<file path="config.mk">
export PLATFORM = sky130hd
export DESIGN_NAME = fwd_hazard_scoreboard
export DESIGN_NICKNAME = d
export VERILOG_FILES = /design/src/rtl/fwd_hazard_scoreboard.sv
export SDC_FILE = /design/constraint.sdc
export NUM_CORES = 1
export LEC_CHECK = 0
export CAP_MARGIN = 20
export CORE_MARGIN = 2
export CORE_UTILIZATION = 49
export CTS_CLUSTER_DIAMETER = 40
export DETAILED_ROUTE_END_ITERATION = 6
export GPL_ROUTABILITY_DRIVEN = 1
export PLACE_DENSITY = 0.77
export SYNTH_ARGS = -nofsm -noshare
export SYNTH_HDL_FRONTEND = slang
export SYNTH_SLANG_ARGS = --single-unit
</file>
<file path="constraint.sdc">
create_clock -name clk -period 3.4 [get_ports clk]
set_clock_uncertainty 0.05 [all_clocks]
set_input_delay 0.68 -clock clk [delete_from_list [all_inputs] [get_ports clk]]
set_output_delay 0.68 -clock clk [all_outputs]
set_load 0.01 [all_outputs]
</file>
<file path="src/rtl/fwd_hazard_scoreboard.sv">
// Forwarding / latency-use hazard scoreboard.
// A shift register of in-flight destinations, one slot per stage beyond ID,
// drives registered per-source forward selects for EX and a combinational
// stall for ID when a producer's result is not yet available.
module fwd_hazard_scoreboard #(
    parameter  int NSRC     = 2,
    parameter  int DEPTH    = 3,
    parameter  int LOAD_LAT = 2,
    parameter  int REG_W    = 5,
    parameter  int CNT_W    = 16,
    localparam int SELW     = $clog2(DEPTH + 1)
) (
    input  logic                   clk,
    input  logic                   rst_n,
    input  logic                   id_valid,
    input  logic [NSRC*REG_W-1:0]  id_rs,
    input  logic [NSRC-1:0]        id_rs_used,
    input  logic [REG_W-1:0]       id_rd,
    input  logic                   id_regwrite,
    input  logic                   id_is_load,
    input  logic                   hold,
    input  logic                   flush,
    output logic                   stall,
    output logic [NSRC*SELW-1:0]   ex_fwd_sel,
    output logic [CNT_W-1:0]       stall_count
);

    // Latency field only needs to hold LOAD_LAT; ALU results are always 1.
    localparam int LAT_W = (LOAD_LAT > 1) ? $clog2(LOAD_LAT + 1) : 1;
    localparam logic [LAT_W-1:0] LAT_LOAD = LAT_W'(LOAD_LAT);
    localparam logic [LAT_W-1:0] LAT_ALU  = LAT_W'(1);

    // Scoreboard slots: index 0 is the instruction in EX.
    logic [DEPTH-1:0]                  sbV;
    logic [DEPTH-1:0][REG_W-1:0]       sbRd;
    logic [DEPTH-1:0][LAT_W-1:0]       sbLat;

    logic [NSRC-1:0][SELW-1:0]         selNext;
    logic [NSRC-1:0][SELW-1:0]         exFwdSelQ;
    logic [NSRC-1:0]                   hazard;
    logic [CNT_W-1:0]                  stallCnt;
    logic                              bubble;

    // One lookup per source operand.
    for (genvar i = 0; i < NSRC; i++) begin : gSrc
        fwdSrcLookup #(
            .DEPTH (DEPTH),
            .REG_W (REG_W),
            .LAT_W (LAT_W),
            .SELW  (SELW)
        ) uLookup (
            .active (id_valid & id_rs_used[i]),
            .rs     (id_rs[i*REG_W +: REG_W]),
            .sbV    (sbV),
            .sbRd   (sbRd),
            .sbLat  (sbLat),
            .sel    (selNext[i]),
            .hazard (hazard[i])
        );
    end

    // A flushed instruction never stalls; hold does not mask the stall.
    assign stall  = id_valid & ~flush & (|hazard);
    assign bubble = flush | stall | ~id_valid;

    assign ex_fwd_sel  = exFwdSelQ;
    assign stall_count = stallCnt;

    // Shift the older slots down the pipe on every non-held edge.
    always_ff @(posedge clk or negedge rst_n) begin
        if (!rst_n) begin
            for (int k = 1; k < DEPTH; k++) begin
                sbV[k]   <= 1'b0;
                sbRd[k]  <= '0;
                sbLat[k] <= '0;
            end
        end else if (!hold) begin
            for (int k = 1; k < DEPTH; k++) begin
                sbV[k]   <= sbV[k-1];
                sbRd[k]  <= sbRd[k-1];
                sbLat[k] <= sbLat[k-1];
            end
        end
    end

    // Slot 0 takes the ID instruction, or a bubble; x0 writes are never tracked.
    always_ff @(posedge clk or negedge rst_n) begin
        if (!rst_n) begin
            sbV[0]    <= 1'b0;
            sbRd[0]   <= '0;
            sbLat[0]  <= '0;
            exFwdSelQ <= '0;
        end else if (!hold) begin
            if (bubble) begin
                sbV[0]    <= 1'b0;
                exFwdSelQ <= '0;
            end else begin
                sbV[0]    <= id_regwrite && (id_rd != '0);
                sbRd[0]   <= id_rd;
                sbLat[0]  <= id_is_load ? LAT_LOAD : LAT_ALU;
                exFwdSelQ <= selNext;
            end
        end
    end

    // Saturating count of cycles in which ID was actually held back.
    always_ff @(posedge clk or negedge rst_n) begin
        if (!rst_n) begin
            stallCnt <= '0;
        end else if (!hold && stall && (stallCnt != '1)) begin
            stallCnt <= stallCnt + CNT_W'(1);
        end
    end

endmodule

// Per-source lookup: youngest matching slot wins; a hazard exists when the
// producer's result will not yet be in the latch the consumer would read.
module fwdSrcLookup #(
    parameter int DEPTH = 3,
    parameter int REG_W = 5,
    parameter int LAT_W = 2,
    parameter int SELW  = 2
) (
    input  logic                         active,
    input  logic [REG_W-1:0]             rs,
    input  logic [DEPTH-1:0]             sbV,
    input  logic [DEPTH-1:0][REG_W-1:0]  sbRd,
    input  logic [DEPTH-1:0][LAT_W-1:0]  sbLat,
    output logic [SELW-1:0]              sel,
    output logic                         hazard
);

    // Scan oldest to youngest so the lowest matching slot overrides.
    always_comb begin
        sel    = '0;
        hazard = 1'b0;
        for (int k = DEPTH - 1; k >= 0; k--) begin
            if (active && (rs != '0) && sbV[k] && (sbRd[k] == rs)) begin
                sel    = SELW'(k + 1);
                hazard = (k + 1) < int'(sbLat[k]);
            end
        end
    end

endmodule
</file>
Yosys cells after proc, flatten, opt, wreduce, memory -nomap -nowiden:

Index checks and enable logic that the tools add are counted.

* register bits after elaboration: 42
* latch bits: 0
* RAM bits: 0
* memory bits (read-only): 0
* output and inout bits: 21
* logic and storage cells: 66
* memories: 0

* $add $sub $neg: 1
* multipliers: 0
* divide/modulo/power cells: 0
* order comparisons: 2
* eq/ne operators: 7
* shifts and indexed selects: 0
* multiplexer cells: 13
* bitwise gates (word level): 10
* reduce and logical (&&, ||, !) cells: 23

Operators by type and width (number)
* $eq A5 B5 Y1: 6
* $logic_and A1 B1 Y1: 17
* $add A16 B1 Y16 const B: 1
* $ne A16 B16 Y1 const B: 1
* $reduce_bool A5 Y1: 3
* $mux W2: 7
* $mux W1: 5
* $and A1 B1 Y1: 4
* $mux W4: 1
* $not A1 Y1: 4
* $lt A1 B2 Y1 const A: 1
* $lt A2 B2 Y1 const A: 1
* $or A1 B1 Y1: 2
* $reduce_and A2 Y1: 1
* $reduce_or A2 Y1: 1
* $logic_not A1 Y1: 1

Logic depth before layout (Yosys ltp):

* depth after elaboration: 12
* mapped depth: 8
* depth with buffers taken out: 7

Hierarchy:

Synthesis repeated with hierarchy kept, for this count alone.

* cell total of the unflattened synthesis: 225
* area, all modules: 2391.0 um2

Modules (own cells, without submodules)
* fwd_hazard_scoreboard: times used 1, cells an instance 157, area each 1900.6 um2, seq. area each 1101.1 um2
* fwdSrcLookup: times used 2, cells an instance 34, area each 245.2 um2, seq. area each 0.0 um2

Least setup slack after synthesis:

Ideal clock, no wire load.

* path kind: input-to-output
* from: in id_rs[5]
* to: out stall
* data arrival time: 2145 ps
* path slack: 525 ps
* cell stages on the path: 6
* path buffers: 0
* cell sequence: or3_1 > o311a_1 > and4_4 > o22a_4 > o21ai_0 > and3b_1

* word-level cells in the longest chain between the ends: 8

RTL lines
* start: declaration: RTL line 16 `input logic [NSRC*REG_W-1:0] id_rs,`
* $reduce_bool A5 Y1: RTL line 139 `if (active && (rs != '0) && sbV[k] && (sbRd[k] == rs)) begin`
* $logic_and A1 B1 Y1 (3 in a row): RTL line 139
* $mux W1: RTL line 139
* $mux W1 *: RTL line 139
* $reduce_or A2 Y1 *: RTL line 63 `assign stall = id_valid & ~flush & (|hazard);`
* $and A1 B1 Y1 *: RTL line 63
* end: declaration: RTL line 23 `output logic stall,`

Mark *: on every way between the ends. The rest lies on a longest branch, timed or not.

Worst setup path in the final report:

* from: in id_rs[7]
* to: out stall

The elaborated chain is that of the path after synthesis.

==> impl_metrics.yaml <==
outcome:
  outcome: "finished clean"
power_and_ir_drop:
  power_leakage_nw: 1.27
  intPower_mw: 0.834
  comb_power_share_pct: 19.8
  vdd_ir_drop_max_mv: 0.354
  design_power_total_mw: 1.17
  powerDensity_nw_per_um2: 390
  clockPowerShare_pct: 27.3
  switching_share_pct: 29.0
  power.share.sequential_pct: 52.9
  p_switching_mw: 0.341
worst_setup_path:
  critical_path_arrival_ns: 2.61
  cp-start-kind: "primary input"
  cp_data_required_time_ns: 2.67
  worst-path-max-fanout: 4
  regToRegSetupSlack_ns: 0.91
  timing.reg2reg.worst_path_depth: 8
  timing.rr.start: "sbRd[8]"
  timing.rr.end: "stall_count[1]"
  critical_path.endpoint: "stall"
  criticalPathCategory: "in2out"
  crit_start: "id_rs[7]"
  crit_path_end_kind: "primary output"
floorplan:
  number_of_placement_rows: 24
  floorplan.die_area_sq_um: 5050
  floorplan.die.width_microns: 71.0
  top_level_ports: 45
  die_y_microns: 71.0
  core_area_sq_um: 4350
  start_util_pct: 50.6
clock_tree:
  clkLatencyLatePin_ns: 0.30
  cts.htree.levels: 2
  ctsRootBufferMaster: "sky130_fd_sc_hd__clkbuf_8"
  numCtsBuffers: 5
  cts_tree: "done"
  worst_setup_hold_path_clk_slew_ns: 0.08
  postCtsHoldBufs: 0
  cts.sink_count: 42
  clock_tree.buffer_depth: 2
sta:
  unrepaired_setup_endpoints_after_global_routing: "no"
  fin_ws_ns: 0.0636
  max_slew_margin_pct: 40.4
  timing.final.setup_violations: 0
  final.period_utilization_pct: 98.1
  final_hold_viol_count: 0
  layout_min_cycle_time_ns: 3.34
  drv_slew: 0
  fmax_ghz: 0.300
  tightest_slew_ns: 0.893
grt:
  grt_pass1_wl_mm: 8.65
  antenna_violations_before_repair: 0
  grtUsageTotal_pct: 22.0
  grt_pass1_vias: 1818
  grt_overflow: 0
  pin_count_of_the_biggest_net_entering_global_routing: 43
logic_synthesis:
  postSynth.asyncResetShare_pct: 100
  synthesis_warning_total: 0
  netlist_instances: 190
  synth_ff_type: "sky130_fd_sc_hd__dfrtp_1"
  leading_area_contributor_after_synthesis: "sky130_fd_sc_hd__dfrtp_1"
  syn_avg_cell_area_sq_um: 11.6
  synth-edff-count: 0
  mappedNetlistArea_sq_um: 2200
  mappedNetlistNets: 215
  synth.lib_cells_used.distinct: 37
  synth_top_area_share_pct: 47.7
  synth_seq_cells: 42
  synth_top_cells_by_area: "sky130_fd_sc_hd__dfrtp_1, sky130_fd_sc_hd__mux2_2, sky130_fd_sc_hd__xnor2_1"
  synth.yosys.seq_area_share_pct: 47.7
detailed_routing:
  first_iter_violations: 37
  number_of_search_and_repair_iterations_in_the_first_detailed_routing_pass: 4
  detail_route.drc_violations: 0
  ant_nets: 0
  overall_via_count_from_detail_route: 1697
  wirelength_per_cell_microns: 15.5
  post_drt_via_cell_ratio: 5.37
  totalWireLength_mm: 4.90
layout:
  finalCoreUtilization_pct: 69.2
  diodes_inserted: 0
  final_cells: 316
  area_growth_syn_to_layout_pct: 36.9
  drive_gt1_share_pct: 26.5
  final_nets: 288
placed_design:
  place_ws_ns: -0.456
  io_buffer_count: 44
  gpl.final_weighted_congestion: 0.915
  placed_cells_incl_taps: 305
  detail_placement_hpwl_mm: 3.69
min_path:
  min_path_type: "reg2reg"
job:
  drv_cap: 0
## per-layer routing
layer  vias up  GRT usage (%)  share of wire (%)
met4         0           7.55                1.6
li1        835              -                  -
met3         7           2.99                3.3
met1       817           29.1                 44
met2        38           37.3                 51
met5         -              0                  0
## repair_timing
item / in CTS / in global routing
setup buffers: 3 / 0
resized for setup: 9 / 8
pin swaps: 6 / 5
endpoints found under the setup margin: 1 / 1
## worst min-delay path by stage
stage / depth (start not counted) / from / end / slack (ns)
detailed placement: 2 / sbLat[0] / sbLat[0] / 0.42
global placement: 2 / sbLat[0] / sbLat[0] / 0.41
CTS: 2 / sbLat[0] / sbLat[0] / 0.44
floorplan: 0 / rst_n / ex_fwd_sel[0] / 0.33
global route: 2 / sbLat[0] / sbLat[0] / 0.46
finish: 2 / sbLat[0] / sbLat[0] / 0.44
## final cells by class
type	instances	area (sq um)
Tap cell	52	65.1
Sequential cell	42	1050
Fill cell	341	1340
Timing Repair Buffer	71	654
Clock buffer	5	68.8
Clock inverter	3	21.3
Multi-Input combinational cell	143	1150
## kinds of logic (layout without fill, tap and decap cells)
| group | count (synthesis) | after routing | share of synthesized area [%] |
|---|---|---|---|
| AND/OR/NAND/NOR | 55 | 55 | 14.3 |
| adder cells (fa/ha/maj) | 1 | 1 | 0.568 |
| AO/OA/AOI/OAI | 21 | 21 | 7.56 |
| XOR/XNOR | 45 | 45 | 17.9 |
| buffers and inverters | 5 | 79 | 1.25 |
| flip-flops | 42 | 42 | 47.7 |
| multiplexers | 21 | 21 | 10.7 |
## state kept, by name, summed over array words and instances (netlist names)
register / flops
ex_fwd_sel: 4
sbLat: 4
sbRd: 15
sbV: 3
stall_count: 16
## cells in the final DEF, fill, tap and decap left out, drive strengths merged, types with 3 or more instances in the layout
cell,count
xor2,21
nor3,3
nor4,5
nand4,8
o211ai,3
buf,29
xnor2,24
dfrtp,42
nand3,7
o21ai,7
o31ai,4
and3,3
nand2,15
nor2,3
mux2,21
and4,3
dlymetal6s2s,4
clkdlybuf4s50,37
clkbuf,5
## cells in the mapped netlist (2+ instances only)
cell type / count
sky130_fd_sc_hd__o31ai_1: 3
sky130_fd_sc_hd__clkbuf_1: 2
sky130_fd_sc_hd__nand4_1: 8
sky130_fd_sc_hd__mux2_2: 21
sky130_fd_sc_hd__nor2_1: 3
sky130_fd_sc_hd__nand3_1: 7
sky130_fd_sc_hd__o211ai_1: 2
sky130_fd_sc_hd__or4_1: 2
sky130_fd_sc_hd__xor2_1: 21
sky130_fd_sc_hd__dfrtp_1: 42
sky130_fd_sc_hd__nand4b_1: 2
sky130_fd_sc_hd__o21ai_0: 7
sky130_fd_sc_hd__a21oi_1: 2
sky130_fd_sc_hd__nor4_1: 5
sky130_fd_sc_hd__and3_1: 3
sky130_fd_sc_hd__nor3_1: 2
sky130_fd_sc_hd__nand2_1: 15
sky130_fd_sc_hd__xnor2_1: 24
## power by group through the flow
| stage | Sequential, mW | Clock [mW] | Combinational [mW] |
|---|---|---|---|
| detailed placement | 0.631 | 0 | 0.223 |
| CTS | 0.622 | 0.328 | 0.231 |
| global placement | 0.628 | 0 | 0.217 |
| finish | 0.622 | 0.321 | 0.232 |
| global route | 0.631 | 0.348 | 0.256 |
| floorplan | 0.611 | 0 | 0.139 |
## critical path, stage by stage
cell and delay (ns):
sky130_fd_sc_hd__clkdlybuf4s50_1 0.43, sky130_fd_sc_hd__or3_1 0.31, sky130_fd_sc_hd__o311a_1 0.35, sky130_fd_sc_hd__and4_4 0.20
sky130_fd_sc_hd__o22a_4 0.25, sky130_fd_sc_hd__o21ai_2 0.10, sky130_fd_sc_hd__and3b_1 0.17, sky130_fd_sc_hd__buf_2 0.13
## metrics by stage
stage                     instance area, sq um  TNS, ns  hold slack, ns
after CTS                                 2990        0           0.440
after detailed placement                  2870   -0.456           0.422
after global routing                      3010        0           0.458
after floorplan                           2200        0           0.334
after global placement                    2870   -0.389           0.413
final                                     3010        0           0.437
No activity file was read; power rests on OpenSTA's default activity.
